===== config.mk =====
export PLATFORM = sky130hd
export DESIGN_NAME = ncc_sequencer_flat
export DESIGN_NICKNAME = d
export VERILOG_FILES = /design/src/rtl/ncc_sequencer_pkg.sv /design/src/rtl/ncc_sequencer_if.sv /design/src/rtl/ncc_sequencer_raster_walker.sv /design/src/rtl/ncc_sequencer.sv /design/src/flat_wrapper.sv
export SDC_FILE = /design/constraint.sdc
export NUM_CORES = 1
export LEC_CHECK = 0
export CAP_MARGIN = 40
export CORE_ASPECT_RATIO = 2
export CORE_MARGIN = 1
export CORE_UTILIZATION = 37
export CTS_CLUSTER_DIAMETER = 50
export CTS_CLUSTER_SIZE = 40
export DETAILED_ROUTE_END_ITERATION = 12
export PLACE_DENSITY = 0.81
export SYNTH_ARGS = -nofsm -noshare
export SYNTH_HDL_FRONTEND = slang
export SYNTH_HIERARCHICAL = 1
export SYNTH_SLANG_ARGS = --single-unit

===== constraint.sdc =====
create_clock -name clk -period 2.43 [get_ports clk]
set_input_delay 0.3645 -clock clk [delete_from_list [all_inputs] [get_ports clk]]
set_output_delay 0.3645 -clock clk [all_outputs]
set_load 0.02 [all_outputs]

===== src/rtl/ncc_sequencer_pkg.sv =====
// ncc_pkg: shared types and constants for the NCC search sequencer.
//   state_e    - sequencer FSM states
//   DESC_WORDS - descriptor words per template (tied to the engine's load counters)
//   PATCH_DIM  - window edge length in pixels
//   ENG_IDX_W  - width of the engine window index
//   NCC_W      - width of an NCC score
//   cnt_w()    - counter width for a modulo-n counter, never less than 1 bit
package ncc_pkg;

  localparam int DESC_WORDS = 64;
  localparam int DESC_AW    = $clog2(DESC_WORDS);
  localparam int PATCH_DIM  = 16;
  localparam int ENG_IDX_W  = 9;
  localparam int NCC_W      = 32;

  typedef enum logic [2:0] {
    ST_IDLE,
    ST_CLR,
    ST_DESC,
    ST_DRAIN,
    ST_REQ,
    ST_FIRE,
    ST_WAIT,
    ST_CAPTURE
  } state_e;

  function automatic int cnt_w(input int n);
    return (n > 1) ? $clog2(n) : 1;
  endfunction

endpackage


===== src/rtl/ncc_sequencer_if.sv =====
// ncc_win_if: window handshake between the sequencer, the patch fetcher and
// the correlation engine's window path.
//   win_req/win_x/win_y    - patch request and origin (sequencer -> fetcher)
//   win_ack                - patch stable on the engine bus (fetcher -> sequencer)
//   window_data_ready      - engine window load strobe (sequencer -> engine)
//   done_with_window_data  - engine finished scoring (engine -> sequencer)
// master: sequencer side; slave: fetcher/engine side.
interface ncc_win_if #(
  parameter int COORD_W = 10
);
  logic               win_req;
  logic [COORD_W-1:0] win_x;
  logic [COORD_W-1:0] win_y;
  logic               win_ack;
  logic               window_data_ready;
  logic               done_with_window_data;

  modport master (
    output win_req, win_x, win_y, window_data_ready,
    input  win_ack, done_with_window_data
  );

  modport slave (
    input  win_req, win_x, win_y, window_data_ready,
    output win_ack, done_with_window_data
  );
endinterface


===== src/rtl/ncc_sequencer_raster_walker.sv =====
// raster_walker: column/row counters over the GRID_W x GRID_H origin raster.
//   clk, rst_n - clock, asynchronous active-low reset
//   clr        - return to origin (0,0)
//   step       - advance one origin in raster order (col first, then row)
//   col, row   - current origin in pixels (counter * STRIDE, zero-extended)
//   last       - current origin is the final one of the raster
module raster_walker
  import ncc_pkg::*;
#(
  parameter int GRID_W  = 15,
  parameter int GRID_H  = 10,
  parameter int STRIDE  = 1,
  parameter int COORD_W = 10
) (
  input  logic               clk,
  input  logic               rst_n,
  input  logic               clr,
  input  logic               step,
  output logic [COORD_W-1:0] col,
  output logic [COORD_W-1:0] row,
  output logic               last
);

  localparam int CW = cnt_w(GRID_W);
  localparam int RW = cnt_w(GRID_H);
  localparam logic [CW-1:0] COL_LAST = CW'(GRID_W - 1);
  localparam logic [RW-1:0] ROW_LAST = RW'(GRID_H - 1);

  logic [CW-1:0] col_q, col_d;
  logic [RW-1:0] row_q, row_d;

  always_comb begin
    col_d = col_q;
    row_d = row_q;
    if (clr) begin
      col_d = '0;
      row_d = '0;
    end else if (step) begin
      if (col_q == COL_LAST) begin
        col_d = '0;
        row_d = (row_q == ROW_LAST) ? '0 : row_q + 1'b1;
      end else begin
        col_d = col_q + 1'b1;
      end
    end
  end

  always_ff @(posedge clk or negedge rst_n) begin
    if (!rst_n) begin
      col_q <= '0;
      row_q <= '0;
    end else begin
      col_q <= col_d;
      row_q <= row_d;
    end
  end

  assign last = (col_q == COL_LAST) && (row_q == ROW_LAST);
  // Counters only change outside REQ, so the scaled origin is stable while
  // a request is outstanding.
  assign col  = COORD_W'(col_q) * COORD_W'(STRIDE);
  assign row  = COORD_W'(row_q) * COORD_W'(STRIDE);

endmodule


===== src/rtl/ncc_sequencer.sv =====
// ncc_sequencer: per-search controller for the 16x16 log-domain NCC engine.
// Clears the engine, streams the template descriptor from SRAM, walks the
// origin raster requesting patches and firing the engine, then captures the
// engine's best score/index.
//   clk, rst_n          - clock, asynchronous active-low reset
//   start, abort        - begin search (pulse) / cancel search (level)
//   busy, done          - search in progress / results-valid pulse
//   desc_rd_*           - descriptor SRAM read port (1-cycle read latency)
//   eng_clr             - engine reset
//   desc_data_ready/out - engine descriptor load strobe and word
//   win                 - window handshake (ncc_win_if.master)
//   greatest_ncc/index  - engine running best
//   best_ncc/index      - captured result of the last completed search
module ncc_sequencer
  import ncc_pkg::*;
#(
  parameter int GRID_W  = 15,
  parameter int GRID_H  = 10,
  parameter int STRIDE  = 1,
  parameter int COORD_W = 10
) (
  input  logic                 clk,
  input  logic                 rst_n,
  input  logic                 start,
  input  logic                 abort,
  output logic                 busy,
  output logic                 done,
  output logic                 desc_rd_en,
  output logic [DESC_AW-1:0]   desc_rd_addr,
  input  logic [31:0]          desc_rd_data,
  output logic                 eng_clr,
  output logic                 desc_data_ready,
  output logic [31:0]          desc_data_out,
  ncc_win_if.master            win,
  input  logic [NCC_W-1:0]     greatest_ncc,
  input  logic [ENG_IDX_W-1:0] greatest_index,
  output logic [NCC_W-1:0]     best_ncc,
  output logic [ENG_IDX_W-1:0] best_index
);

  localparam logic [DESC_AW-1:0] ADDR_LAST = DESC_AW'(DESC_WORDS - 1);

  state_e               state_q, state_d;
  logic [DESC_AW-1:0]   addr_q, addr_d;
  logic                 rd_vld_q, rd_vld_d;
  logic                 abort_clr_q, abort_clr_d;
  logic                 done_q, done_d;
  logic [NCC_W-1:0]     best_ncc_q, best_ncc_d;
  logic [ENG_IDX_W-1:0] best_idx_q, best_idx_d;

  logic                 walk_clr, walk_step, walk_last;
  logic [COORD_W-1:0]   walk_x, walk_y;
  logic                 win_req_c, wdr_c;

  raster_walker #(
    .GRID_W  (GRID_W),
    .GRID_H  (GRID_H),
    .STRIDE  (STRIDE),
    .COORD_W (COORD_W)
  ) u_walker (
    .clk   (clk),
    .rst_n (rst_n),
    .clr   (walk_clr),
    .step  (walk_step),
    .col   (walk_x),
    .row   (walk_y),
    .last  (walk_last)
  );

  always_comb begin
    state_d     = state_q;
    addr_d      = addr_q;
    abort_clr_d = 1'b0;
    done_d      = 1'b0;
    best_ncc_d  = best_ncc_q;
    best_idx_d  = best_idx_q;
    desc_rd_en  = 1'b0;
    win_req_c   = 1'b0;
    wdr_c       = 1'b0;
    walk_clr    = 1'b0;
    walk_step   = 1'b0;

    case (state_q)
      ST_IDLE: if (start) state_d = ST_CLR;
      ST_CLR: begin
        addr_d   = '0;
        walk_clr = 1'b1;
        state_d  = ST_DESC;
      end
      ST_DESC: begin
        desc_rd_en = 1'b1;
        addr_d     = addr_q + 1'b1;
        if (addr_q == ADDR_LAST) state_d = ST_DRAIN;
      end
      // The final SRAM word is still in flight; it is loaded here.
      ST_DRAIN: state_d = ST_REQ;
      ST_REQ: begin
        win_req_c = 1'b1;
        if (win.win_ack) state_d = ST_FIRE;
      end
      ST_FIRE: begin
        wdr_c   = 1'b1;
        state_d = ST_WAIT;
      end
      ST_WAIT: begin
        if (win.done_with_window_data) begin
          walk_step = 1'b1;
          state_d   = walk_last ? ST_CAPTURE : ST_REQ;
        end
      end
      ST_CAPTURE: begin
        best_ncc_d = greatest_ncc;
        best_idx_d = greatest_index;
        done_d     = 1'b1;
        state_d    = ST_IDLE;
      end
      default: state_d = ST_IDLE;
    endcase

    // Abort overrides every transition, including a coincident win_ack.
    if (abort && (state_q != ST_IDLE)) begin
      state_d     = ST_IDLE;
      abort_clr_d = 1'b1;
      walk_step   = 1'b0;
      done_d      = 1'b0;
      best_ncc_d  = best_ncc_q;
      best_idx_d  = best_idx_q;
    end
  end

  // A read issued in the abort cycle is not loaded into the engine.
  assign rd_vld_d = desc_rd_en && !abort;

  always_ff @(posedge clk or negedge rst_n) begin
    if (!rst_n) begin
      state_q     <= ST_IDLE;
      addr_q      <= '0;
      rd_vld_q    <= 1'b0;
      abort_clr_q <= 1'b0;
      done_q      <= 1'b0;
      best_ncc_q  <= '0;
      best_idx_q  <= '0;
    end else begin
      state_q     <= state_d;
      addr_q      <= addr_d;
      rd_vld_q    <= rd_vld_d;
      abort_clr_q <= abort_clr_d;
      done_q      <= done_d;
      best_ncc_q  <= best_ncc_d;
      best_idx_q  <= best_idx_d;
    end
  end

  assign busy            = (state_q != ST_IDLE);
  assign done            = done_q;
  assign desc_rd_addr    = addr_q;
  // Engine is held in reset alongside the sequencer.
  assign eng_clr         = !rst_n || (state_q == ST_CLR) || abort_clr_q;
  assign desc_data_ready = rd_vld_q;
  assign desc_data_out   = desc_rd_data;
  assign best_ncc        = best_ncc_q;
  assign best_index      = best_idx_q;

  assign win.win_req           = win_req_c;
  assign win.win_x             = walk_x;
  assign win.win_y             = walk_y;
  assign win.window_data_ready = wdr_c;

endmodule


===== src/flat_wrapper.sv =====
// flat-port wrapper written by rule: the top's interface ports become plain ports
module ncc_sequencer_flat import ncc_pkg::*;
#(
  parameter int GRID_W  = 15,
  parameter int GRID_H  = 10,
  parameter int STRIDE  = 1,
  parameter int COORD_W = 10
)
  (clk, rst_n, start, abort, busy, done, desc_rd_en, desc_rd_addr, desc_rd_data, eng_clr, desc_data_ready, desc_data_out, greatest_ncc, greatest_index, best_ncc, best_index, win_win_req, win_win_x, win_win_y, win_window_data_ready, win_win_ack, win_done_with_window_data);
  ncc_win_if #(.COORD_W(COORD_W)) win_i ();
  input  logic clk;
  input  logic rst_n;
  input  logic start;
  input  logic abort;
  output logic busy;
  output logic done;
  output logic desc_rd_en;
  output logic [DESC_AW-1:0] desc_rd_addr;
  input  logic [31:0] desc_rd_data;
  output logic eng_clr;
  output logic desc_data_ready;
  output logic [31:0] desc_data_out;
  input  logic [NCC_W-1:0] greatest_ncc;
  input  logic [ENG_IDX_W-1:0] greatest_index;
  output logic [NCC_W-1:0] best_ncc;
  output logic [ENG_IDX_W-1:0] best_index;
  output wire logic [$bits(win_i.win_req)-1:0] win_win_req;
  output wire logic [$bits(win_i.win_x)-1:0] win_win_x;
  output wire logic [$bits(win_i.win_y)-1:0] win_win_y;
  output wire logic [$bits(win_i.window_data_ready)-1:0] win_window_data_ready;
  input wire logic [$bits(win_i.win_ack)-1:0] win_win_ack;
  input wire logic [$bits(win_i.done_with_window_data)-1:0] win_done_with_window_data;
  assign win_win_req = win_i.win_req;
  assign win_win_x = win_i.win_x;
  assign win_win_y = win_i.win_y;
  assign win_window_data_ready = win_i.window_data_ready;
  assign win_i.win_ack = win_win_ack;
  assign win_i.done_with_window_data = win_done_with_window_data;
  ncc_sequencer #(.GRID_W(GRID_W), .GRID_H(GRID_H), .STRIDE(STRIDE), .COORD_W(COORD_W)) u_core (.clk(clk), .rst_n(rst_n), .start(start), .abort(abort), .busy(busy), .done(done), .desc_rd_en(desc_rd_en), .desc_rd_addr(desc_rd_addr), .desc_rd_data(desc_rd_data), .eng_clr(eng_clr), .desc_data_ready(desc_data_ready), .desc_data_out(desc_data_out), .win(win_i), .greatest_ncc(greatest_ncc), .greatest_index(greatest_index), .best_ncc(best_ncc), .best_index(best_index));
endmodule

# Word level (Yosys, flattened, before mapping)

Index checks and enable logic that the tools add are counted.

Add/subtract/negate cells: 3
Multipliers: 0
Div/mod/pow operators: 0
Magnitude comparators: 0
Eq/ne operators: 14
Shift operators: 0
Muxes and demuxes: 25
Bitwise gates (word level): 1
Reduce and logical (&&, ||, !) cells: 15

Operators with widths:

| cell                                           | count |
|---|---|
| two-way mux 4 bit                              | 7 |
| one-hot mux 3 bit (8 select lines)             | 1 |
| two-way mux 3 bit                              | 5 |
| == test 3 bit (second input constant)          | 4 |
| one-hot mux 6 bit (2 select lines)             | 1 |
| two-way mux 1 bit                              | 10 |
| != test 3 x 2 -> 1 bit (second input constant) | 3 |
| adder 4 x 1 -> 4 bit (second input constant)   | 2 |
| == test 4 bit (second input constant)          | 2 |
| adder 6 x 1 -> 6 bit (second input constant)   | 1 |
| == test 3 x 2 -> 1 bit (second input constant) | 2 |
| == test 6 bit (second input constant)          | 1 |
| nonzero test 2 bit                             | 3 |
| AND reduction 2 bit                            | 2 |
| AND reduction 4 bit                            | 1 |
| == test 3 x 1 -> 1 bit (second input constant) | 1 |
| logical AND 1 bit                              | 3 |
| zero test 3 bit                                | 1 |
| != test 3 x 1 -> 1 bit (second input constant) | 1 |
| nonzero test 3 bit                             | 1 |
| zero test 1 bit                                | 2 |
| logical OR 1 bit                               | 2 |
| two-way mux 2 bit                              | 1 |
| inverter 1 bit                                 | 1 |

Bits in registers: 61
Bits in latches: 0
Bits in writable memories: 0
Bits in read-only memories: 0
Input port bits: 79
Logic and storage cells: 67
Memories kept: 0

# Logic depth before layout (Yosys ltp)

Gate-level depths: netlist of run 1.

Depth after elaboration: 6
Depth in mapped cells: 7

# Modules after synthesis

Netlist of run 1, hierarchy kept.

Modules (own cells, without submodules):

| module        | instances | cells an instance | area each (um2) |
|---|---|---|---|
| ncc_sequencer | 1         | 186               | 2402.3 |
| raster_walker | 1         | 58                | 545.5 |

# Worst setup path after synthesis of run 1

OpenSTA, ideal clock, no wires.

Path kind: register to register
From: reg u_core.state_q[2]
To: reg u_core.u_walker.row_q[3]
Library setup time: 69 ps
Data arrival time: 1812 ps
Required time: 2361 ps
Slack: 549 ps
Stages on the path, launching flop included: 7
Path buffers: 1
Cell sequence: dfrtp_1 > or3b_2 > inv_1 > buf_2 > a41oi_2 > or4_1 > nand3_1

Elaborated cells between the ends (all ways): 11

RTL lines:

| what                          | line                              | source |
|---|---|---|
| from (decl)                   | ncc_sequencer.sv:43               | `state_e state_q, state_d;` |
| from (signal assigned)        | ncc_sequencer.sv:144              | `state_q <= state_d;` |
| == test 3 x 1 -> 1 bit *      | ncc_sequencer.sv:83               | `case (state_q)` |
| two-way mux 1 bit *           | ncc_sequencer.sv:83               |  |
| named net u_core.walk_clr     | ncc_sequencer.sv:51               | `logic walk_clr, walk_step, walk_last;` |
| nonzero test 2 bit (no line)  | -                                 |  |
| AND reduction 2 bit (no line) | -                                 |  |
| to (signal assigned)          | ncc_sequencer_raster_walker.sv:54 | `row_q <= row_d;` |
| to (decl)                     | ncc_sequencer_raster_walker.sv:30 | `logic [RW-1:0] row_q, row_d;` |

The timed path passes the listed nets; every way through them passes the cells marked *.
A chain may end at the register's enable or synchronous reset.

# Worst setup path after layout of run 1

From: reg u_core.state_q[2]
To: out desc_rd_en

Word-level cells in the longest chain between the ends: 2

Ends and longest elaborated chain:

| what                   | line                | source |
|---|---|---|
| == test 3 x 2 -> 1 bit | ncc_sequencer.sv:83 |  |
| two-way mux 1 bit      | ncc_sequencer.sv:83 |  |
| to (decl)              | flat_wrapper.sv:17  | `output logic desc_rd_en;` |

No other way between the ends.

==> results.toml, run 1 <==
[synth]
synth_edf_count = 0
synth_compound_area_frac = 0.0471
synth_fa_ha_area_frac = 0.0212
synthCells = 244
avgSynthCellArea_sq_um = 12.1
synth_xor_area_frac = 0.0119
synth_warnings = 6
yosys-mux-area-fraction = 0.171
synthArstFlopShare = 1.00
yosys.area_share.simple = 0.0925
syn_area_sq_um = 2950
ys_seq_area_frac = 0.518
ys_types = 37
synth_top_family_by_area = "multiplexers"
synthFlopType = "dfrtp_1"
ys_seq_elements = 61

[die]
io_pins = 185
core_sq_um = 7660
die_area_sq_um = 8350
start_util = 0.385
fp-row-count = 45
die_h_um = 128
die_w_um = 65.1

[route]
antenna_left = 0
wl_per_cell_um = 15.9
firstDrtPassIters = 4
routed_via_density = 4.88
drc = 0
initialDrtViolationCount = 61
num_vias = 2072
drt-total-wl_um = 6770

[placement]
globalplace.congestion = 0.860
dp.cells = 410
numPortBuffers = 108
dp_hpwl_um = 4900
dp_slack_ps = 297

[clock_network]
cts_buffer_depth = 2
clkSlewWorstSetupHoldPaths_ps = 50
tritoncts = "done"
cts_made_buffers = 9
cts-htree-levels = 3
clkLatencyLatePin_ps = 330
root_buffer = "clkbuf_16"
cts_setup_buffers = 0
cts_sinks = 61

[sta]
tightest_slew_ps = 782
clock.fmax_mhz = 436
fin_crit_sh = 0.944
setup_viol = 0
finalHoldViolCount = 0
slew-limit-headroom = 0.479
fin_setup_tns_ps = 0
fin_ws_ps = 137
rsz0062_at_grt = "false"
layout_min_cycle_time_ps = 2290
finClkSkew_ps = 5.36
slew_viol_final = 0

[global_route]
met3_usage = 0.0534
grt_overflow_total = 0
grt_pass1_vias = 2133
antenna_found_initial = 0
grt_max_degree = 62
busiest_layer = "met2"
grt_usage = 0.171
grtUsageMet1 = 0.157
met2_usage = 0.298
grt_first_pass_wirelength_um = 10400

[worst_setup_path]
rr_startpoint = "u_core/state_q[2]"
ff2ff_path_depth = 5
worstSetupEndpointType = "output pin"
worstSetupStartpointType = "flop"
crit_arrival_ps = 1930
timing.rr.end = "u_core/u_walker/row_q[3]"
critPathRequiredTime_ps = 2070
crit_type = "flop to output pin"
rrSetupSlack_ps = 370
cp-startpoint = "u_core/state_q[2]"
worstPathMaxFanout = 9

[outcome]
status = "finished clean"

[pwr]
p_leak_nw = 1.92
power_density_nw_per_um2 = 914
vdd_drop_max_uv = 480

[job]
drv_cap = 0

[final_layout]
final_core_util = 0.546
fin_nets = 411
drive_gt1_frac = 0.205
fin_cells = 425
antenna_cells = 0
area_growth_pct = 41.8

[worst_hold_path]
hold_path.class = "primary input to async pin"
[per-layer routing]
layer  vias to the layer above  wire length [um]
met3                        39               526
met5                         -                 0
li1                        950                 -
met2                       104              3680
met4                         0               361
met1                       979              2200
[cell usage in the layout, fill, tap and decap left out, types with 2 or more instances in the layout]
cell type        instances
o21ai_0                  6
clkdlybuf4s50_1        106
clkbuf_16                9
nand3_1                 10
nand2_1                  5
nand4b_1                 2
bufinv_16                2
mux2_2                  42
a22o_1                   2
or4_1                    2
nand2b_1                 3
nand3b_1                 5
and2_1                   2
xnor2_1                  2
dfrtp_1                 60
a21oi_1                  5
nor2_1                   8
ha_1                     5
xor2_1                   2
inv_1                    7
or3_1                    2
buf_4                    4
nor2b_1                  3
o22ai_1                  2
mux2i_1                  3
conb_1                  12
[layout make-up]
cell class / count / area, sq um
Clock buffer: 11 / 243
Inverter: 8 / 30.0
Tap cell: 94 / 118
Timing Repair Buffer: 113 / 1120
Clock inverter: 4 / 72.6
Sequential cell: 61 / 1530
Fill cell: 687 / 3480
Multi-Input combinational cell: 134 / 1060
[kinds of logic (layout without fill, tap and decap cells)]
kind of cell | after synthesis | after routing
compound gates | 20 | 20
xor+xnor | 4 | 4
fa+ha+maj | 5 | 5
buf+inv | 60 | 136
flops | 61 | 61
mux | 45 | 45
other cells | 1 | 12
simple gates | 48 | 48
[how the worst max path moves through the flow]
stage               cells past startpoint                       end
floorplan                               6  u_core/u_walker/row_q[3]
global placement                        6  u_core/u_walker/row_q[3]
detailed placement                      6  u_core/u_walker/row_q[3]
CTS                                     3                desc_rd_en
global route                            3                desc_rd_en
finish                                  3                desc_rd_en
[synth_stat cells (2+ instances only)]
| cell type | instances | area, sq um |
|---|---|---|
| and2_1 | 2 | 12.5 |
| mux2_2 | 42 | 473 |
| xor2_1 | 2 | 17.5 |
| mux2i_1 | 3 | 30.0 |
| ha_1 | 5 | 62.6 |
| o22ai_1 | 2 | 12.5 |
| buf_4 | 44 | 330 |
| nand4b_1 | 2 | 17.5 |
| a22o_1 | 2 | 17.5 |
| or4_1 | 2 | 15.0 |
| nand3b_1 | 5 | 37.5 |
| buf_2 | 6 | 30.0 |
| inv_1 | 7 | 26.3 |
| nor2b_1 | 3 | 18.8 |
| xnor2_1 | 2 | 17.5 |
| nand2b_1 | 3 | 18.8 |
| o21ai_0 | 6 | 30.0 |
| nor2_1 | 8 | 30.0 |
| nand2_1 | 5 | 18.8 |
| dfrtp_1 | 61 | 1530 |
| or3_1 | 2 | 12.5 |
| nand3_1 | 11 | 55.1 |
| a21oi_1 | 5 | 25.0 |
[registers in the layout, summed over array words and instances, names as in the netlist]
| signal | flops |
|---|---|
| u_core/desc_data_ready | 1 |
| u_core/desc_rd_addr | 6 |
| u_core/state_q | 3 |
| u_core/best_index | 9 |
| u_core/done | 1 |
| u_core/abort_clr_q | 1 |
| u_core/u_walker/col_q | 4 |
| u_core/best_ncc | 32 |
| u_core/u_walker/row_q | 4 |
[where the power goes]
group | leakage [nW] | total (W) | switching, W | internal (W)
combinational | 0.932 | 0.00115 | 0.000568 | 0.000583
clock | 0.152 | 0.00135 | 0.000430 | 0.000917
sequential | 0.836 | 0.00132 | 0.000138 | 0.00118
[repair_timing]
| item | 4_1_cts | 5_1_grt |
|---|---|---|
| gates resized for setup | 2 | 1 |
| hold buffers | 0 | 0 |
| endpoints found under the hold margin | 0 | 0 |
| setup endpoints to repair | 1 | 1 |
[critical path, cell delays in order (launching register included)]
cell and delay [ps]:
dfrtp_1 450, or3b_4 470, clkinv_1 80, clkdlybuf4s50_1 600
[per-stage QoR]
stage	cell area [sq um]	hold slack [ps]	total power, W
2_1_floorplan	2990	68.9	0.00203
3_3_place_gp	3860	485	0.00246
3_5_place_dp	3860	492	0.00249
4_1_cts	4180	270	0.00387
5_1_grt	4180	314	0.00401
6_report	4180	244	0.00382
No activity file was read; power rests on OpenSTA's default activity.
==> run 2: changes to the inputs <==
Settings changed: ABC_AREA set to 1, PLACE_DENSITY 0.81 to 0.8, SLEW_MARGIN set to 0.
==> results.toml, run 2 <==
[outcome]
status = "finished clean"

[pwr]
power_w = 0.00492
power_density_nw_per_um2 = 1180
vdd_drop_max_uv = 532
p_leak_nw = 2.10

[synth]
ys_seq_elements = 61
avgSynthCellArea_sq_um = 8.31
synth_top_cells_by_count = "nand2_1 (158), dfrtp_1 (61), buf_4 (48)"
ys_seq_area_frac = 0.504
synthFlopType = "dfrtp_1"
syn_area_sq_um = 3030
synth_top_area_frac = 0.504
synthArstFlopShare = 1.00
synth_warnings = 6
synthCells = 364
synth_top_area_cell = "dfrtp_1"
yosysMostFrequentCell = "nand2_1"
synth_edf_count = 0
ys_types = 25
ys_top_cells_by_area = "dfrtp_1 (50%), nand2_1 (20%), buf_4 (12%)"

[clock_network]
clkSlewWorstSetupHoldPaths_ps = 50
cts_sinks = 61
cts-htree-levels = 3
root_buffer = "clkbuf_16"
cts_setup_buffers = 0
cts_made_buffers = 9
tritoncts = "done"
cts_buffer_depth = 2
clkLatencyLatePin_ps = 320

[sta]
fin_crit_sh = 0.877
clock.fmax_mhz = 469
tightest_slew_ps = 776
finClkSkew_ps = 5.74
slew-limit-headroom = 0.483
rsz0062_at_grt = "false"
layout_min_cycle_time_ps = 2130
fin_ws_ps = 298
finalHoldViolCount = 0
hold_ws_ps = 207
fin_setup_tns_ps = 0
slew_viol_final = 0
setup_viol = 0

[global_route]
grt_usage = 0.200
grt_pass1_vias = 2556
grt_first_pass_wirelength_um = 12600
grt_max_degree = 62
grt_overflow_total = 0
antenna_found_initial = 0

[route]
firstDrtPassIters = 4
num_vias = 2564
drc = 0
initialDrtViolationCount = 184
drt-total-wl_um = 7830
routed_via_density = 4.72
antenna_left = 0
wl_per_cell_um = 14.4

[worst_setup_path]
crit_top_cell = "inv_1"
worstPathMaxFanout = 7
crit_arrival_ps = 1770
critical_path.n_buffers_inverters = 3
slowest_stage = "clkdlybuf4s50_1"
max_stage_delay_ps = 620
crit_type = "flop to output pin"
critPathRequiredTime_ps = 2070
worstSetupEndpointType = "output pin"
cpLargestDelayFamily = "buffers and inverters"
crit_chain = "inv_1 > nand3_2 > inv_1 > clkdlybuf4s50_1"
worstSetupStartpointType = "flop"

[final_layout]
drive_gt1_frac = 0.0649
antenna_cells = 0
final_cell_mix = "nand2_1 (158), clkdlybuf4s50_1 (106), dfrtp_1 (60), inv_1 (20), nor2_1 (19)"
fin_nets = 528
final-seq-area_sq_um = 1530
layout_commonest_cell = "nand2_1"
final_core_util = 0.525
multiInputGateArea_sq_um = 1070
fillerInstances = 740
largest_reg_flops = 32
area_growth_pct = 37.8

[placement]
globalplace.congestion = 0.817
numPortBuffers = 108
dp_slack_ps = 301
dp_hpwl_um = 5760

[job]
drv_cap = 0

[die]
io_pins = 185
die_h_um = 130
die_area_sq_um = 8570
fp-row-count = 46
start_util = 0.381
core_sq_um = 7940
die_w_um = 66.0

[worst_hold_path]
hold_path.class = "primary input to async pin"
[run 2: worst paths after layout]
kind                       cells after the start                start                        to  slack (ps)
max in group asynchronous                      2                rst_n         u_core/state_q[1]        1640
setup / recovery                               4    u_core/state_q[0]                desc_rd_en         300
hold reg to reg                                2  u_core/best_ncc[30]       u_core/best_ncc[30]         470
min in group clk                               2  u_core/best_ncc[30]       u_core/best_ncc[30]         470
hold / removal                                 2                rst_n         u_core/state_q[2]         210
setup reg to reg                              10    u_core/state_q[0]  u_core/u_walker/col_q[3]         690
[run 2: area by class of cell]
cell class / instances / share of cell area
clock buffer: 12 / 0.0615
sequential: 61 / 0.366
tap: 96 / 0.0288
multi-input combinational: 238 / 0.256
clock inverter: 2 / 0.00240
inverter: 23 / 0.0207
timing repair buffer: 111 / 0.264
[run 2: routing by layer]
| metal | part of all wire | wire length [um] | GRT usage |
|---|---|---|---|
| met1 | 0.33 | 2550 | 0.191 |
| met2 | 0.55 | 4270 | 0.352 |
| met3 | 0.067 | 523 | 0.0516 |
| met4 | 0.062 | 485 | 0.155 |
| met5 | 0 | 0 | 0 |
[run 2: what timing repair did]
action,4_1_cts,5_1_grt
resized for setup,1,1
endpoints found under the setup margin,1,1
hold buffers,0,0
cloned,0,0
[run 2: logic make-up after synthesis]
family / count (synthesis) / synth area share
buffers and inverters: 76 / 0.156
AND/OR/NAND/NOR: 205 / 0.280
AO/OA/AOI/OAI: 12 / 0.0260
adder cells (fa/ha/maj): 5 / 0.0207
other: 1 / 0.00124
XOR/XNOR: 4 / 0.0116
flip-flops: 61 / 0.504
[run 2: worst reg2reg max path, delay by kind of cell (launching register included)]
family	cells	cell delay [ps]
buf+inv	1	110
simple gates	9	1060
flops	1	450
[run 2: per-stage QoR]
step / area [sq um] / instances
after CTS: 4170 / 543
after global placement: 3900 / 529
final: 4170 / 543
after global routing: 4170 / 543
after detailed placement: 3900 / 529
after floorplan: 3070 / 375
[run 2: power breakdown]
group / switching, W / internal (W) / leakage, nW
sequential: 0.000285 / 0.00139 / 0.785
clock: 0.000413 / 0.000729 / 0.134
combinational: 0.00115 / 0.000963 / 1.18
total: 0.00184 / 0.00308 / 2.10
